## config.mk

```make
export PLATFORM = sky130hd
export DESIGN_NAME = req_uart_tx
export DESIGN_NICKNAME = d
export VERILOG_FILES = /design/src/rtl/req_uart_tx.sv
export SDC_FILE = /design/constraint.sdc
export NUM_CORES = 1
export LEC_CHECK = 0
export BUFFER_PORTS_ARGS = -buffer_cell sky130_fd_sc_hd__buf_4
export CAP_MARGIN = 20
export CORE_UTILIZATION = 25
export CTS_CLUSTER_DIAMETER = 60
export DETAILED_ROUTE_END_ITERATION = 7
export REMOVE_ABC_BUFFERS = 1
export SLEW_MARGIN = 10
export SYNTH_ARGS = -nofsm -noshare
export SYNTH_HDL_FRONTEND = slang
export SYNTH_SLANG_ARGS = --single-unit
export TNS_END_PERCENT = 1
```

## constraint.sdc

```tcl
create_clock -name clk -period 2.8 [get_ports clk]
set_clock_uncertainty 0.05 [all_clocks]
set_input_delay 0.28 -clock clk [delete_from_list [all_inputs] [get_ports clk]]
set_output_delay 0.28 -clock clk [all_outputs]
set_load 0.05 [all_outputs]
```

## src/rtl/req_uart_tx.sv

```systemverilog
// req_uart_tx: sends one fixed-byte UART frame for each rising edge of req.
// Rises that arrive while a frame is in flight are ignored and counted in drop_cnt.
module req_uart_tx #(
    parameter int unsigned CLK_DIV   = 16,
    parameter logic [7:0]  REQ_BYTE  = 8'hA5,
    parameter int unsigned PARITY    = 0,
    parameter int unsigned STOP_BITS = 1
) (
    input  logic       clk,
    input  logic       RST,
    input  logic       req,
    output logic       tx,
    output logic       tx_busy,
    output logic       tx_done,
    output logic [7:0] drop_cnt
);
    localparam int unsigned       BAUD_W    = $clog2(CLK_DIV);
    localparam logic [BAUD_W-1:0] BAUD_LAST = BAUD_W'(CLK_DIV - 1);
    localparam logic [BAUD_W-1:0] BAUD_PRE  = BAUD_W'(CLK_DIV - 2);
    localparam logic              STOP_LAST = 1'(STOP_BITS - 1);

    typedef enum logic [2:0] {
        ST_IDLE   = 3'd0,
        ST_START  = 3'd1,
        ST_DATA   = 3'd2,
        ST_PARITY = 3'd3,
        ST_STOP   = 3'd4
    } state_t;

    function automatic logic parity_bit(input logic [7:0] data, input int unsigned mode);
        logic p_s;
        p_s = ^data;
        return (mode == 32'd2) ? ~p_s : p_s;
    endfunction

    state_t            state_r;
    logic              req_d_r;
    logic [BAUD_W-1:0] baud_cnt_r;
    logic [2:0]        bit_idx_r;
    logic              stop_idx_r;
    logic [7:0]        shift_r;
    logic              tx_r;
    logic              busy_r;
    logic              done_r;
    logic [7:0]        drop_cnt_r;

    logic rise_s;
    logic baud_end_s;

    assign rise_s     = req & ~req_d_r;
    assign baud_end_s = (baud_cnt_r == BAUD_LAST);

    // Frame sequencer: bit timing, line level, busy and done flags
    always_ff @(posedge clk) begin
        if (RST) begin
            state_r    <= ST_IDLE;
            req_d_r    <= 1'b1;
            baud_cnt_r <= '0;
            bit_idx_r  <= 3'd0;
            stop_idx_r <= 1'b0;
            shift_r    <= 8'h00;
            tx_r       <= 1'b1;
            busy_r     <= 1'b0;
            done_r     <= 1'b0;
        end else begin
            req_d_r <= req;
            done_r  <= 1'b0;
            if (baud_end_s || (state_r == ST_IDLE)) begin
                baud_cnt_r <= '0;
            end else begin
                baud_cnt_r <= baud_cnt_r + BAUD_W'(1);
            end
            case (state_r)
                ST_IDLE: begin
                    tx_r   <= 1'b1;
                    busy_r <= 1'b0;
                    if (rise_s) begin
                        shift_r    <= REQ_BYTE;
                        bit_idx_r  <= 3'd0;
                        stop_idx_r <= 1'b0;
                        tx_r       <= 1'b0;
                        busy_r     <= 1'b1;
                        state_r    <= ST_START;
                    end
                end
                ST_START: begin
                    if (baud_end_s) begin
                        tx_r    <= shift_r[0];
                        state_r <= ST_DATA;
                    end
                end
                ST_DATA: begin
                    if (baud_end_s) begin
                        if (bit_idx_r == 3'd7) begin
                            if (PARITY != 32'd0) begin
                                tx_r    <= parity_bit(REQ_BYTE, PARITY);
                                state_r <= ST_PARITY;
                            end else begin
                                tx_r    <= 1'b1;
                                state_r <= ST_STOP;
                            end
                        end else begin
                            bit_idx_r <= bit_idx_r + 3'd1;
                            shift_r   <= {1'b0, shift_r[7:1]};
                            tx_r      <= shift_r[1];
                        end
                    end
                end
                ST_PARITY: begin
                    if (baud_end_s) begin
                        tx_r    <= 1'b1;
                        state_r <= ST_STOP;
                    end
                end
                ST_STOP: begin
                    // done is registered, so raise it one cycle ahead of the final stop cycle
                    if ((stop_idx_r == STOP_LAST) && (baud_cnt_r == BAUD_PRE)) begin
                        done_r <= 1'b1;
                    end
                    if (baud_end_s) begin
                        if (stop_idx_r == STOP_LAST) begin
                            busy_r  <= 1'b0;
                            state_r <= ST_IDLE;
                        end else begin
                            stop_idx_r <= 1'b1;
                        end
                    end
                end
                default: begin
                    tx_r    <= 1'b1;
                    busy_r  <= 1'b0;
                    state_r <= ST_IDLE;
                end
            endcase
        end
    end

    // Saturating count of request edges that land outside IDLE
    always_ff @(posedge clk) begin
        if (RST) begin
            drop_cnt_r <= 8'd0;
        end else if (rise_s && (state_r != ST_IDLE) && (drop_cnt_r != 8'hFF)) begin
            drop_cnt_r <= drop_cnt_r + 8'd1;
        end
    end

    assign tx       = tx_r;
    assign tx_busy  = busy_r;
    assign tx_done  = done_r;
    assign drop_cnt = drop_cnt_r;

endmodule
```

==> flow_results.org <==
** Outcome
- The flow ran to the end, and the final reports show no timing, DRC or antenna violations.

** Floorplan
- The floorplan has 26 rows.
- Area of the core :: just over 5000 um^2
- I/O Pins :: 14
- Die area :: roughly 5700 um^2
- From left edge to right edge, the die measures between 70 and 80 um.
- Effective utilization at floorplan :: 26.1%
- From bottom edge to top edge, the die measures between 70 and 80 um.

** Synth
- Unique cell type count in the Yosys netlist :: 39
- Summed over its instances, the top area cell type makes up about 45% of the synthesized netlist area.
- Synth area leaders :: sky130_fd_sc_hd__dfxtp_1 45%, sky130_fd_sc_hd__ha_1 4.7%, sky130_fd_sc_hd__nor2_1 3.9%, sky130_fd_sc_hd__o32ai_1 3.9%, sky130_fd_sc_hd__xor2_1 3.3%
- Synthesis inferred 30 register bits.
- Sequential area share after synthesis :: 44.7%
- Synth Warn # :: 0
- Library cell with the largest summed area after synthesis :: sky130_fd_sc_hd__dfxtp_1
- After synthesis the cells add up to roughly 1300 um^2.
- Number of instances in the synthesized netlist :: 143
- A synthesized cell averages 9.40 um^2.

** Route
- The routed design has roughly 2500 um of wire.
- Once detail routing completed, the nets flagged for antenna violations numbered 0.
- Mean routed wirelength per cell :: between 10 and 15 um
- The first detailed-routing pass took 4 iterations.
- The first routing iteration left 120 violations.
- Overall via count from detail_route :: 1061
- After detailed routing, the number of remaining DRC violations is 0.
- After detailed routing, the number of vias per cell comes to 4.67.

** Finish
- Final design instance area without fill :: roughly 1600 um^2
- Final layout net count :: around 170
- In the final layout, the multi-input gates occupy between 600 and 700 um^2.
- 0 antenna diodes ended up in the layout.
- Layout area overhead :: 17.4%
- The filler cells instantiated in the layout total roughly 570.
- Summing all flip-flop and latch instances after layout gives between 600 and 700 um^2.
- Of the cells placed in the final design, the portion with a size suffix greater than 1 is between 20% and 30%.

** STA
- Dividing the final minimum period by the clock period gives 69.1%.
- Subtracting the final worst setup slack from the clock period gives between 1500 and 2000 ps.
- In this run the tightest slew margin relative to its limit is between 50 and 60%.
- Setup violations remaining at the end of the flow were counted as 0.
- Max-slew violation count :: 0
- Setup repair after global routing left no endpoint under its margin.
- Maximum clock frequency :: approximately 520 MHz
- Number of failing hold endpoints at the final stage :: 0
- Worst slew pin tran :: just under 700 ps
- Total negative setup slack :: 0 ps

** Worst hold path
- Along the worst hold path, the cell count comes to 2.
- Origin of the worst min-delay path :: req
- The min-delay analysis places its worst path in the category in -> reg.

** Global route
- Met3 usage in global routing :: 5.16%
- Busiest layer in global routing :: met1
- Entering global routing, the biggest net connects 25 pins.
- Met1 usage in global routing :: around an eighth
- The number of global-route vias before repair was around 890.
- For this run, the total global-route usage over all layers was measured as ~10%.
- Global routing consumed, on the met2 layer, about an eighth of the routing resources.
- The first global-routing pass estimated 4100 um of wire.
- Remaining global-route overflow :: 0
- Initial antenna violation count :: 0

** Clock tree
- Hold-fix buffers at CTS :: 0
- TritonCTS clock tree :: yes
- Buffer count from post-CTS setup fixing :: 0
- Number of buffers between clock root and the deepest sink :: 2
- Root Buffer :: sky130_fd_sc_hd__clkbuf_8
- Total clock sinks :: 30
- Gates resized during post-CTS repair numbered 0.
- The clock reaches the later pin of the worst-skew pair after 270 ps.
- The H-tree was split into 2 levels.
- Clock buffer count from CTS :: 5
- Register clock-pin slew on the reported worst setup and hold paths :: roughly 60 ps

** Worst setup path
- For this run, the slowest stage of the critical path takes between 500 and 600 ps.
- Crit-path max FO :: 11
- Master of the slowest instance on the critical path :: sky130_fd_sc_hd__nor3_2
- The worst setup path is captured at a flip-flop.
- The worst setup path is launched from a flip-flop.
- The signal on the critical path passes through ha_1 -> and3_1 -> a31oi_1 -> nor3_2 -> o221a_2.
- The setup path with the least slack is of type reg -> reg.
- Timing startpoint of the critical path :: baud_cnt_r[0]$_SDFF_PP0_
- Data arrives at the worst endpoint at ~2100 ps.
- Logic depth of the worst register-to-register path :: 5
- The startpoint identified for the worst register-to-register timing path is baud_cnt_r[0]$_SDFF_PP0_.
- At the worst endpoint, the required time is roughly 3000 ps.

** Flow run
- Max-cap violation count :: 0

** Power
- Power density cells :: 502 nW/um^2
- Worst supply voltage drop on vdd :: around 0.16 mV
- For this design the static power due to leakage is approximately 0.59 nW.

** Place
- Input and output buffers added on the ports amount to 13.
- Summed over all nets, the half-perimeter wirelength after detailed placement is 1730 um.
- Placer Congestion :: approximately 0.77
- Summing all placed instances gives a cell area of between 1500 and 2000 um^2.
per-stage QoR:
stage | hold slack (ps) | setup WS [ps] | instances | utilization, % | power, mW
finish | 160 | 866 | 227 | 30.7 | 0.792
global route | 156 | 780 | 227 | 30.7 | 0.831
CTS | 151 | 851 | 227 | 30.7 | 0.806
detailed placement | 406 | 869 | 220 | 29.2 | 0.489
global placement | 397 | 940 | 220 | 29.2 | 0.489
floorplan | 295 | 997 | 137 | - | 0.473
critical path: cells and delay by family, from the launching register on:
kind	cells	cell delay, ps
adder cells (fa/ha/maj)	1	230
AND/OR/NAND/NOR	2	800
AO/OA/AOI/OAI	2	430
flip-flops	1	370
sequential cells by signal (all words and copies together), names as in the netlist:
signal and flops:
drop_cnt 8, shift_r 8, baud_cnt_r 4, bit_idx_r 3, state_r 3, req_d_r 1, tx 1, tx_busy 1
tx_done 1
logic make-up after synthesis:
kind of cell	synth area share [%]
DFF	44.7
buffers and inverters	4.56
AOI/OAI and AO/OA	19.1
muxes	0.745
and+or+nand+nor	23.0
adders and majority gates	4.66
xor gates and xnor gates	3.26
power by group:
part	internal (mW)	switching (mW)	leakage [nW]	total (mW)
clock	0.170	0.142	0.0383	0.313
sequential	0.434	0.00548	0.243	0.439
combinational	0.0141	0.0261	0.308	0.0402
metal layers:
layer  routed length (um)  up-vias
li1                     -      550
met1                 1240      489
met2                 1080       17
met3                  128        5
met4                   55        0
met5                    0        -
layout make-up:
| type | instances | area share [%] |
|---|---|---|
| clock buffer | 7 | 4.84 |
| tap | 70 | 5.55 |
| multi-input combinational | 98 | 43.2 |
| timing repair buffer | 13 | 6.19 |
| inverter | 9 | 2.14 |
| sequential | 30 | 38.1 |
cells in the mapped netlist:
cell                        number
sky130_fd_sc_hd__o32ai_1         6
sky130_fd_sc_hd__a211oi_2        1
sky130_fd_sc_hd__nand3_1         6
sky130_fd_sc_hd__buf_4           1
sky130_fd_sc_hd__nor2b_1         1
sky130_fd_sc_hd__nand4_4         1
sky130_fd_sc_hd__or3_1           3
sky130_fd_sc_hd__and3_1          3
sky130_fd_sc_hd__dfxtp_1        30
sky130_fd_sc_hd__and2b_2         1
sky130_fd_sc_hd__or2_2           1
sky130_fd_sc_hd__o22ai_1         1
sky130_fd_sc_hd__buf_2           1
sky130_fd_sc_hd__nor3_1          3
sky130_fd_sc_hd__nor2_1         14
sky130_fd_sc_hd__o21ai_0         8
sky130_fd_sc_hd__nand4_2         1
sky130_fd_sc_hd__o221a_2         3
sky130_fd_sc_hd__ha_1            5
sky130_fd_sc_hd__nor3_2          1
sky130_fd_sc_hd__nand2_1        10
sky130_fd_sc_hd__mux2i_1         1
sky130_fd_sc_hd__clkbuf_1        4
sky130_fd_sc_hd__or3_4           1
sky130_fd_sc_hd__o2111ai_2       1
sky130_fd_sc_hd__xor2_1          5
sky130_fd_sc_hd__o211ai_4        1
sky130_fd_sc_hd__inv_1           9
sky130_fd_sc_hd__nor3b_2         1
sky130_fd_sc_hd__a31oi_1         1
sky130_fd_sc_hd__nor3b_1         1
sky130_fd_sc_hd__o31ai_1         1
sky130_fd_sc_hd__a32o_1          1
sky130_fd_sc_hd__o2111ai_1       1
sky130_fd_sc_hd__o21a_1          1
sky130_fd_sc_hd__nand4_1         4
sky130_fd_sc_hd__or4_1           1
sky130_fd_sc_hd__and3_2          1
sky130_fd_sc_hd__a21oi_1         7
layout by cell type, fill, tap and decap left out:
cell,instances
sky130_fd_sc_hd__or3_1,3
sky130_fd_sc_hd__nor3_1,3
sky130_fd_sc_hd__nand4_4,1
sky130_fd_sc_hd__and3_2,1
sky130_fd_sc_hd__a211oi_2,1
sky130_fd_sc_hd__dfxtp_1,30
sky130_fd_sc_hd__buf_4,13
sky130_fd_sc_hd__clkbuf_1,2
sky130_fd_sc_hd__nor3_2,1
sky130_fd_sc_hd__xor2_1,5
sky130_fd_sc_hd__mux2i_1,1
sky130_fd_sc_hd__and3_1,3
sky130_fd_sc_hd__clkbuf_8,5
sky130_fd_sc_hd__o2111ai_2,1
sky130_fd_sc_hd__or3_4,1
sky130_fd_sc_hd__o21ai_0,8
sky130_fd_sc_hd__o31ai_1,1
sky130_fd_sc_hd__nor2b_1,1
sky130_fd_sc_hd__or2_2,1
sky130_fd_sc_hd__a32o_1,1
sky130_fd_sc_hd__nor2_1,14
sky130_fd_sc_hd__o221a_2,3
sky130_fd_sc_hd__ha_1,5
sky130_fd_sc_hd__and2b_2,1
sky130_fd_sc_hd__nand4_1,4
sky130_fd_sc_hd__or4_1,1
sky130_fd_sc_hd__nand4_2,1
sky130_fd_sc_hd__nand2_1,10
sky130_fd_sc_hd__a31oi_1,1
sky130_fd_sc_hd__o32ai_1,6
sky130_fd_sc_hd__o211ai_4,1
sky130_fd_sc_hd__nor3b_2,1
sky130_fd_sc_hd__o2111ai_1,1
sky130_fd_sc_hd__nand3_1,6
sky130_fd_sc_hd__inv_1,9
sky130_fd_sc_hd__o21a_1,1
sky130_fd_sc_hd__a21oi_1,7
sky130_fd_sc_hd__nor3b_1,1
sky130_fd_sc_hd__o22ai_1,1
final timing paths:
check,endpoint,slack [ps]
setup / recovery,shift_r[5]$_SDFFE_PP0P_,870
hold / removal,req_d_r$_SDFF_PP1_,160
setup reg to reg,shift_r[5]$_SDFFE_PP0P_,870
hold reg to reg,baud_cnt_r[0]$_SDFF_PP0_,410
Note: power is estimated with default switching activity, not from simulation.
